**src/rtl/axi4_lite_pkg.sv**
```systemverilog
// Shared types and constants for the AXI4-Lite register-file backend.
package axi4_lite_pkg;

  typedef enum logic [1:0] {
    OKAY   = 2'b00,
    SLVERR = 2'b10
  } resp_t;

  typedef enum logic [1:0] {
    IDLE,
    WAIT,
    DONE
  } chan_state_t;

  localparam logic [7:0]  ID           = 8'd0;
  localparam logic [7:0]  STATUS       = 8'd1;
  localparam logic [7:0]  CYCLES       = 8'd2;
  localparam logic [7:0]  SCRATCH_BASE = 8'd3;
  localparam logic [31:0] ID_VALUE     = 32'hA41E_0001;

  // Word-aligned, inside the 1 KiB window and below the register count.
  function automatic logic addr_in_map(input logic [31:0] addr, input int unsigned num_regs);
    return (addr[1:0] == 2'b00) && (addr[31:10] == 22'd0) &&
           ({24'd0, addr[9:2]} < num_regs);
  endfunction

endpackage

```
**src/rtl/axi4_lite_chan_fsm.sv**
```systemverilog
// One request channel: IDLE -> WAIT -> DONE sequencing, request latching,
// done pulse and drop indication for requests arriving while busy.
module axi4_lite_chan_fsm
  import axi4_lite_pkg::*;
#(
  parameter int unsigned WAIT_CYCLES = 0,
  parameter int unsigned PW          = 32
) (
  input  logic          clk,
  input  logic          rst_n,
  input  logic          i_req,
  input  logic [PW-1:0] i_payload,
  output logic [PW-1:0] o_payload,
  output logic          o_commit,
  output logic          o_done,
  output logic          o_drop
);

  localparam bit         NO_WAIT  = (WAIT_CYCLES == 0);
  localparam logic [3:0] CNT_INIT = 4'(NO_WAIT ? 0 : WAIT_CYCLES - 1);

  chan_state_t   r_state;
  logic [3:0]    r_cnt;
  logic [PW-1:0] r_payload;

  // With no wait states the request commits on its own sampling edge, so the
  // live inputs must be presented instead of the not-yet-latched copy.
  assign o_payload = (r_state == IDLE) ? i_payload : r_payload;
  assign o_commit  = rst_n && (((r_state == IDLE) && i_req && NO_WAIT) ||
                               ((r_state == WAIT) && (r_cnt == 4'd0)));
  assign o_drop    = rst_n && i_req && (r_state != IDLE);

  always_ff @(posedge clk) begin
    if (!rst_n) begin
      r_state   <= IDLE;
      r_cnt     <= 4'd0;
      r_payload <= '0;
      o_done    <= 1'b0;
    end else begin
      o_done <= 1'b0;
      case (r_state)
        IDLE: begin
          if (i_req) begin
            r_payload <= i_payload;
            r_cnt     <= CNT_INIT;
            if (NO_WAIT) begin
              r_state <= DONE;
              o_done  <= 1'b1;
            end else begin
              r_state <= WAIT;
            end
          end
        end
        WAIT: begin
          if (r_cnt == 4'd0) begin
            r_state <= DONE;
            o_done  <= 1'b1;
          end else begin
            r_cnt <= r_cnt - 4'd1;
          end
        end
        DONE:    r_state <= IDLE;
        default: r_state <= IDLE;
      endcase
    end
  end

endmodule

```
**src/rtl/axi4_lite_regfile.sv**
```systemverilog
// Register-file backend behind axi4_lite_slave: ID, sticky STATUS, free-running
// CYCLES counter and byte-writable scratch registers with independent channels.
module axi4_lite_regfile
  import axi4_lite_pkg::*;
#(
  parameter int unsigned NUM_REGS    = 16,
  parameter int unsigned WAIT_CYCLES = 0
) (
  input  logic        clk,
  input  logic        rst_n,
  input  logic [31:0] slave_waddr,
  input  logic [31:0] slave_wdata,
  input  logic [3:0]  slave_wstrb,
  input  logic        send_slave_write,
  input  logic [31:0] slave_raddr,
  input  logic        send_slave_read,
  output logic [31:0] slave_rdata,
  output logic        slave_write_done,
  output logic        slave_read_done,
  output logic [1:0]  slave_bresp,
  output logic [1:0]  slave_rresp
);

  localparam int unsigned IW = $clog2(NUM_REGS);

  logic [67:0] w_wpay;
  logic [31:0] w_waddr, w_wdata, w_raddr, w_rdval;
  logic [3:0]  w_wstrb;
  logic [7:0]  w_widx, w_ridx;
  logic        w_wcommit, w_rcommit, w_wdrop, w_rdrop, w_werr, w_rerr;
  logic [1:0]  w_clr;

  logic [31:0] r_cycles;
  logic [1:0]  r_status;
  logic [31:0] r_scratch [NUM_REGS];
  logic [31:0] r_rdata;
  resp_t       r_bresp, r_rresp;

  axi4_lite_chan_fsm #(.WAIT_CYCLES(WAIT_CYCLES), .PW(68)) u_wchan (
    .clk       (clk),
    .rst_n     (rst_n),
    .i_req     (send_slave_write),
    .i_payload ({slave_waddr, slave_wdata, slave_wstrb}),
    .o_payload (w_wpay),
    .o_commit  (w_wcommit),
    .o_done    (slave_write_done),
    .o_drop    (w_wdrop)
  );

  axi4_lite_chan_fsm #(.WAIT_CYCLES(WAIT_CYCLES), .PW(32)) u_rchan (
    .clk       (clk),
    .rst_n     (rst_n),
    .i_req     (send_slave_read),
    .i_payload (slave_raddr),
    .o_payload (w_raddr),
    .o_commit  (w_rcommit),
    .o_done    (slave_read_done),
    .o_drop    (w_rdrop)
  );

  assign w_waddr = w_wpay[67:36];
  assign w_wdata = w_wpay[35:4];
  assign w_wstrb = w_wpay[3:0];
  assign w_widx  = w_waddr[9:2];
  assign w_ridx  = w_raddr[9:2];

  assign w_werr = !addr_in_map(w_waddr, NUM_REGS) || (w_widx == ID) || (w_widx == CYCLES);
  assign w_rerr = !addr_in_map(w_raddr, NUM_REGS);

  assign w_clr = (w_wcommit && !w_werr && (w_widx == STATUS) && w_wstrb[0]) ?
                 w_wdata[1:0] : 2'b00;

  always_comb begin
    w_rdval = 32'd0;
    if (!w_rerr) begin
      case (w_ridx)
        ID:      w_rdval = ID_VALUE;
        STATUS:  w_rdval = {30'd0, r_status};
        CYCLES:  w_rdval = r_cycles;
        default: w_rdval = r_scratch[w_ridx[IW-1:0]];
      endcase
    end
  end

  // Drop flags are OR-ed in after the clear so a same-edge set wins.
  always_ff @(posedge clk) begin
    if (!rst_n) begin
      r_cycles  <= 32'd0;
      r_status  <= 2'b00;
      r_scratch <= '{default: '0};
    end else begin
      r_cycles <= r_cycles + 32'd1;
      r_status <= (r_status & ~w_clr) | {w_rdrop, w_wdrop};
      if (w_wcommit && !w_werr && (w_widx != STATUS)) begin
        for (int b = 0; b < 4; b++) begin
          if (w_wstrb[b]) r_scratch[w_widx[IW-1:0]][8*b +: 8] <= w_wdata[8*b +: 8];
        end
      end
    end
  end

  always_ff @(posedge clk) begin
    if (!rst_n) begin
      r_rdata <= 32'd0;
      r_bresp <= OKAY;
      r_rresp <= OKAY;
    end else begin
      if (w_wcommit) r_bresp <= w_werr ? SLVERR : OKAY;
      if (w_rcommit) begin
        r_rresp <= w_rerr ? SLVERR : OKAY;
        r_rdata <= w_rdval;
      end
    end
  end

  assign slave_rdata = r_rdata;
  assign slave_bresp = r_bresp;
  assign slave_rresp = r_rresp;

endmodule

```
**config.mk**
```make
export PLATFORM = sky130hd
export DESIGN_NAME = axi4_lite_regfile
export DESIGN_NICKNAME = d
export VERILOG_FILES = /design/src/rtl/axi4_lite_pkg.sv /design/src/rtl/axi4_lite_chan_fsm.sv /design/src/rtl/axi4_lite_regfile.sv
export SDC_FILE = /design/constraint.sdc
export NUM_CORES = 1
export LEC_CHECK = 0
export CORE_MARGIN = 2
export CORE_UTILIZATION = 30
export DETAILED_ROUTE_END_ITERATION = 6
export HOLD_SLACK_MARGIN = 0.1
export SETUP_SLACK_MARGIN = 0.5
export SYNTH_ARGS = -nofsm -noshare
export SYNTH_HDL_FRONTEND = slang
export SYNTH_SLANG_ARGS = --single-unit
```
**constraint.sdc**
```tcl
create_clock -name clk -period 2.8 [get_ports clk]
set_input_delay 0.42 -clock clk [delete_from_list [all_inputs] [get_ports clk]]
set_output_delay 0.42 -clock clk [all_outputs]
set_load 0.01 [all_outputs]
```
Word-level counts from Yosys, hierarchy flattened
Cells that the tools add are included.
- register bits: 696
- bits of input ports: 104
- output and inout bits: 38
- logic and storage cells: 150
- add/subtract/negate cells: 3
- order comparisons: 5
- equality and inequality tests: 13
- muxes and demuxes: 50
- bitwise gates (word level): 5
- reduce and logical (&&, ||, !) cells: 45
- operators by type and width (kind ; count):
    512-bit two-way mux ; 10
    512-bit bitwise mux ; 4
    32-bit demux with 4-bit select ; 4
    32-bit two-way mux ; 5
    32-bit binary-select mux with 4-bit select ; 1
    32-bit one-hot mux with 3 select lines ; 1
    68-bit two-way mux ; 1
    22-bit logical NOT ; 2
    32-bit by 1-bit adder with 32-bit output, second input constant ; 1
    24-bit two-way mux ; 1
    1-bit logical AND ; 19
    8-bit by 1-bit == test with 1-bit output, second input constant ; 2
    8-bit by 2-bit == test with 1-bit output, second input constant ; 2
    8-bit logical NOT ; 2
    8-bit by 5-bit < comparator with 1-bit output, second input constant ; 2
    16-bit two-way mux ; 1
    4-bit two-way mux ; 4
    4-bit one-hot mux with 2 select lines ; 2
    2-bit two-way mux ; 7
    2-bit inequality test, second input constant ; 6
    5-bit >= comparator, second input constant ; 2
    4-bit NOT with 5-bit output ; 2
    2-bit logical NOT ; 4
    4-bit logical NOT ; 2
    16 further kinds ; 34

Depth between registers and ports, before layout
Gate-level depths: netlist of the first run.
- depth after elaboration: 23
- gate-level depth with buffers: 11
- mapped depth without buffers: 7

Modules after synthesis
From an unflattened synthesis of the first run, not the netlist that was laid out.
- cells, all modules: 2977
- area total of the unflattened synthesis: 31049.8 µm²
- modules (own cells, without submodules) (module ; instances ; cells each ; area an instance (µm²) ; sequential area each (µm²)):
    axi4_lite_regfile ; 1 ; 2415 ; 25528.2 ; 11611.1
    axi4_lite_chan_fsm at u_wchan ; 1 ; 379 ; 3742.3 ; 1401.3
    axi4_lite_chan_fsm at u_rchan ; 1 ; 183 ; 1779.2 ; 680.7

Worst setup path after synthesis of the first run
Ideal clock, no wire load.
- path type: reg-to-reg
- start: register u_rchan.r_state[1]
- end: register r_rdata[14], in the netlist slave_rdata[14]
- setup time: 0.122 ns
- data arrival time: 2.048 ns
- required time: 2.678 ns
- path slack: 0.630 ns
- stages on the path, launching flop included: 9
- buffers on the path: 3
- period minus slack after synthesis: 2.170 ns
- path through: dfxtp_1 buf_4 buf_2 mux2i_1 buf_2 mux4_2 o2bb2ai_1 o32ai_1 a221o_1
- word-level cells in the longest chain between the ends: 8
- elaborated cells on any way between the ends: 21
- those cells by class: order compare (1); eq/ne (3); mux (6); bitwise (1); reduce/logical (10)
- RTL lines (what ; RTL line ; text):
    from (decl) ; axi4_lite_chan_fsm.sv:22 ; chan_state_t r_state;
    from (signal assigned) ; axi4_lite_chan_fsm.sv:35 ; r_state <= IDLE;
    from (signal assigned) ; axi4_lite_chan_fsm.sv:47 ; r_state <= DONE;
    from (signal assigned) ; axi4_lite_chan_fsm.sv:50 ; r_state <= WAIT;
    2-bit logical NOT ; axi4_lite_chan_fsm.sv:28, axi4_lite_chan_fsm.sv:29 ;
    32-bit two-way mux ; axi4_lite_chan_fsm.sv:28 ; assign o_payload = (r_state == IDLE) ? i_payload : r_payload;
    4-bit NOT with 5-bit output (not written as such) ; axi4_lite_regfile.sv:80 ; default: w_rdval = r_scratch[w_ridx[IW-1:0]];
    32-bit binary-select mux with 4-bit select ; axi4_lite_regfile.sv:80 ;
    32-bit two-way mux (not written as such) (2 in series) ; axi4_lite_regfile.sv:80 ;
    32-bit one-hot mux with 3 select lines ; axi4_lite_regfile.sv:76 ; case (w_ridx)
    32-bit two-way mux ; axi4_lite_regfile.sv:75 ; if (!w_rerr) begin
    to (signal assigned) ; axi4_lite_regfile.sv:111 ; r_rdata <= w_rdval;
    to (decl) ; axi4_lite_regfile.sv:36 ; logic [31:0] r_rdata;
Several ways; a longest one is shown, not always the timed one. The select of a mux whose other input is x is not followed.
A chain may end at the register's enable or synchronous reset.

Final worst setup path of the first run
- start: register u_rchan.r_state[1]
- end: register r_rdata[21], in the netlist slave_rdata[21]
The elaborated chain is that of the path after synthesis.

==> results of run 1 <==
-- how the worst max path moves through the flow --
stage / to / slack [ns]
floorplan: slave_rdata[14] / 0.63
global placement: slave_rdata[26] / -0.23
detailed placement: slave_rdata[26] / -0.21
CTS: slave_rdata[26] / 0.40
global route: slave_rdata[29] / 0.35
finish: slave_rdata[21] / 0.40
-- worst max-delay path, cell delays in order, from the launching register on --
cell and delay [ns]:
dfxtp_4 0.38, buf_12 0.16, buf_4 0.17, mux2_4 0.42, mux4_2 0.45, mux2i_1 0.17
buf_4 0.16, o32ai_1 0.09, a221o_1 0.27
-- power by group through the flow --
stage | logic, mW | registers, mW | clock network (mW)
floorplan | 0.942 | 9.73 | 0
global placement | 1.86 | 9.76 | 0
detailed placement | 1.87 | 9.76 | 0
CTS | 1.96 | 9.55 | 9.80
global route | 2.16 | 9.56 | 10.2
finish | 2.05 | 9.56 | 9.63
-- flip-flops by register name (all words and copies together) (netlist names), 2 cells and up --
signal / flops
slave_rdata: 32
r_scratch: 512
u_wchan.r_payload: 50
u_rchan.r_payload: 28
r_cycles: 32
r_status: 2
-- logic make-up (layout without fill, tap and decap cells) --
| kind of cell | after synthesis | count (layout) | synth area share (%) |
|---|---|---|---|
| and+or+nand+nor | 1267 | 1267 | 19.8 |
| DFF | 662 | 662 | 46.0 |
| muxes | 539 | 540 | 21.5 |
| AOI/OAI and AO/OA | 318 | 318 | 8.15 |
| buffers and inverters | 246 | 524 | 3.59 |
| xor gates and xnor gates | 27 | 27 | 0.821 |
| adders and majority gates | 1 | 1 | 0.0434 |
| other | 1 | 2 | 0.0130 |
-- synth_stat cells, types with 20 or more instances --
| cell | n |
|---|---|
| o21ai_0 | 22 |
| and2_1 | 139 |
| a21oi_1 | 42 |
| a21boi_0 | 80 |
| o221ai_1 | 30 |
| buf_2 | 43 |
| dfxtp_1 | 662 |
| nand4_1 | 21 |
| nor3_1 | 20 |
| xnor2_1 | 20 |
| mux4_2 | 61 |
| nand3_1 | 92 |
| mux2i_1 | 442 |
| nand2_2 | 41 |
| nor2_1 | 32 |
| clkbuf_1 | 169 |
| mux2_2 | 36 |
| nand2_1 | 835 |
-- layout make-up --
| cell class | instances | area [sq um] |
|---|---|---|
| Fill cell | 9351 | 58600 |
| Multi-Input combinational cell | 2155 | 15100 |
| Sequential cell | 662 | 13300 |
| Timing Repair Buffer | 387 | 4030 |
| Clock buffer | 104 | 2130 |
| Tap cell | 1265 | 1580 |
| Clock inverter | 25 | 263 |
| Inverter | 8 | 30.0 |
-- routing by layer --
metal	vias up	routed length, um	GRT usage, %
li1	11000	-	-
met1	11300	40700	24.8
met2	714	42200	29.0
met3	185	6000	3.28
met4	2	3730	7.32
met5	-	13	0
-- stage by stage --
stage               setup TNS, ns  std cells  util [%]  power [mW]
finish                          0       4606      38.4        21.2
global route                    0       4606      38.4        21.9
CTS                             0       4592      37.9        21.3
detailed placement          -8.75       4445      34.8        11.6
global placement            -4.22       4445      34.8        11.6
floorplan                       0       3062         -        10.7
-- repair_timing --
action / CTS / global route
setup endpoints to repair: 438 / 387
setup buffers: 12 / 12
hold buffers: 1 / 0
pin swaps: 8 / 10
resized for setup: 68 / 64
hold endpoints to repair: 7 / 0
cloned: 5 / 2
==> metrics.yaml, run 1 <==
place:
  dpl.hpwl_mm: 63.1
  place_congestion: 0.880
  preCtsSetupSlack_ns: -0.212
  port_buffers: 139
  place_area_sq_mm: 0.0330
floorplan:
  boundaryPins: 142
  dieArea_sq_mm: 0.0985
  start_util_pct: 30.3
  fp.dieW_um: 314
  die_y_um: 314
  rows: 113
  fp.coreArea_sq_mm: 0.0950
pwr:
  ir_worst_vdd_mv: 0.412
  leakage_nw: 15.8
  sequentialPowerShare_pct: 45.0
  pwr-share-clk_pct: 45.4
  combPwrFrac_pct: 9.6
  p_sw_share_pct: 24.6
  pwr_density_cell_mw_per_mm2: 583
  power.switching_mw: 5.24
  internal_power_mw: 16.0
route:
  drt_pre_antenna_iters: 6
  drc: 0
  post_drt_wl_per_cell_um: 20.1
  route.vias.total: 23200
  viasPerCell: 5.04
  drt_wl_total_mm: 92.7
  drtIter0Drc: 2042
  ant_nets: 0
layout:
  drive_gt1_share_pct: 17.5
  diodes: 0
  final_common_cell: "nand2_1"
  syn_to_final_growth_pct: 26.6
  finalNetCount: 3394
  fin_area_sq_mm: 0.0365
  final_cell_mix: "nand2_1, dfxtp_1, mux2i_1"
job:
  cap_violations: 0
sta:
  fin_skew_ns: 0.0218
  worstMarginPinSlew_ns: 0.824
  hold_violations: 0
  setup_slack_ns: 0.395
  post-route-period-util_pct: 85.9
  finalCriticalPeriod_ns: 2.40
  slew_violations: 0
  finalSetupViolCount: 0
  slew_headroom_pct: 45.0
  hold_ws_ns: 0.377
  rsz0062_at_grt: "yes"
  clock.fmax_ghz: 0.416
clock_tree:
  clkTransAtPathRegs_ns: 0.06
  cts_buffer_depth: 3
  clock_sinks: 662
  numCtsBuffers: 75
  cts_tree: "done"
  root_buffer: "clkbuf_16"
  h-tree-depth: 3
  clk-insertion-delay-late_ns: 0.62
outcome:
  status: "finished clean"
critical_path:
  worstReg2RegEnd: "slave_rdata[21]"
  r2r_slack_ns: 0.40
  reg2reg_from: "u_rchan.r_state[1]"
  cp-startpoint: "u_rchan.r_state[1]"
  cp.required_ns: 3.30
  r2r_cells: 8
  critPathKind: "reg -> reg"
  cp-end-kind: "flip-flop"
  cp_max_fo: 14
  worstPathArrival_ns: 2.91
  critPathLaunchType: "flip-flop"
synthesis:
  synth_area_per_cell_sq_um: 9.41
  ys_seq_area_share_pct: 46.0
  synthTopCellsByArea: "dfxtp_1, mux2i_1, nand2_1"
  synth_flop_cell: "dfxtp_1"
  synth_edf_count: 0
  async_flop_share_pct: 0
  synth_top_area_cell: "dfxtp_1"
  netlist.area_leader.share_pct: 46.0
  synth_warnings: 0
  synthesis.instances: 3061
  ys_ff_latch: 662
  synth.distinct_cells: 73
  synth_area_sq_mm: 0.0288
global_routing:
  grt.overflow.total: 0
  grt_max_degree: 183
  grt_use_total_pct: 18.3
  antenna_found_initial: 2
  first_global_vias: 22500
  grt_pass1_wl_mm: 139
worst_hold_path:
  hold_end: "u_wchan.r_payload[17]"
  hold_path_class: "in -> reg"
  min_path_cells: 3
  min_from: "slave_wdata[13]"
No activity file was read; power rests on OpenSTA's default activity.
==> inputs of run 2 (changes only) <==
--- a/config.mk
+++ b/config.mk
@@ -5,6 +5,7 @@
 export SDC_FILE = /design/constraint.sdc
 export NUM_CORES = 1
 export LEC_CHECK = 0
+export CAP_MARGIN = 20
 export CORE_MARGIN = 2
 export CORE_UTILIZATION = 30
 export DETAILED_ROUTE_END_ITERATION = 6
==> results of run 2 <==
Same layout as run 1: the final DEF is identical, and so are final timing and power.
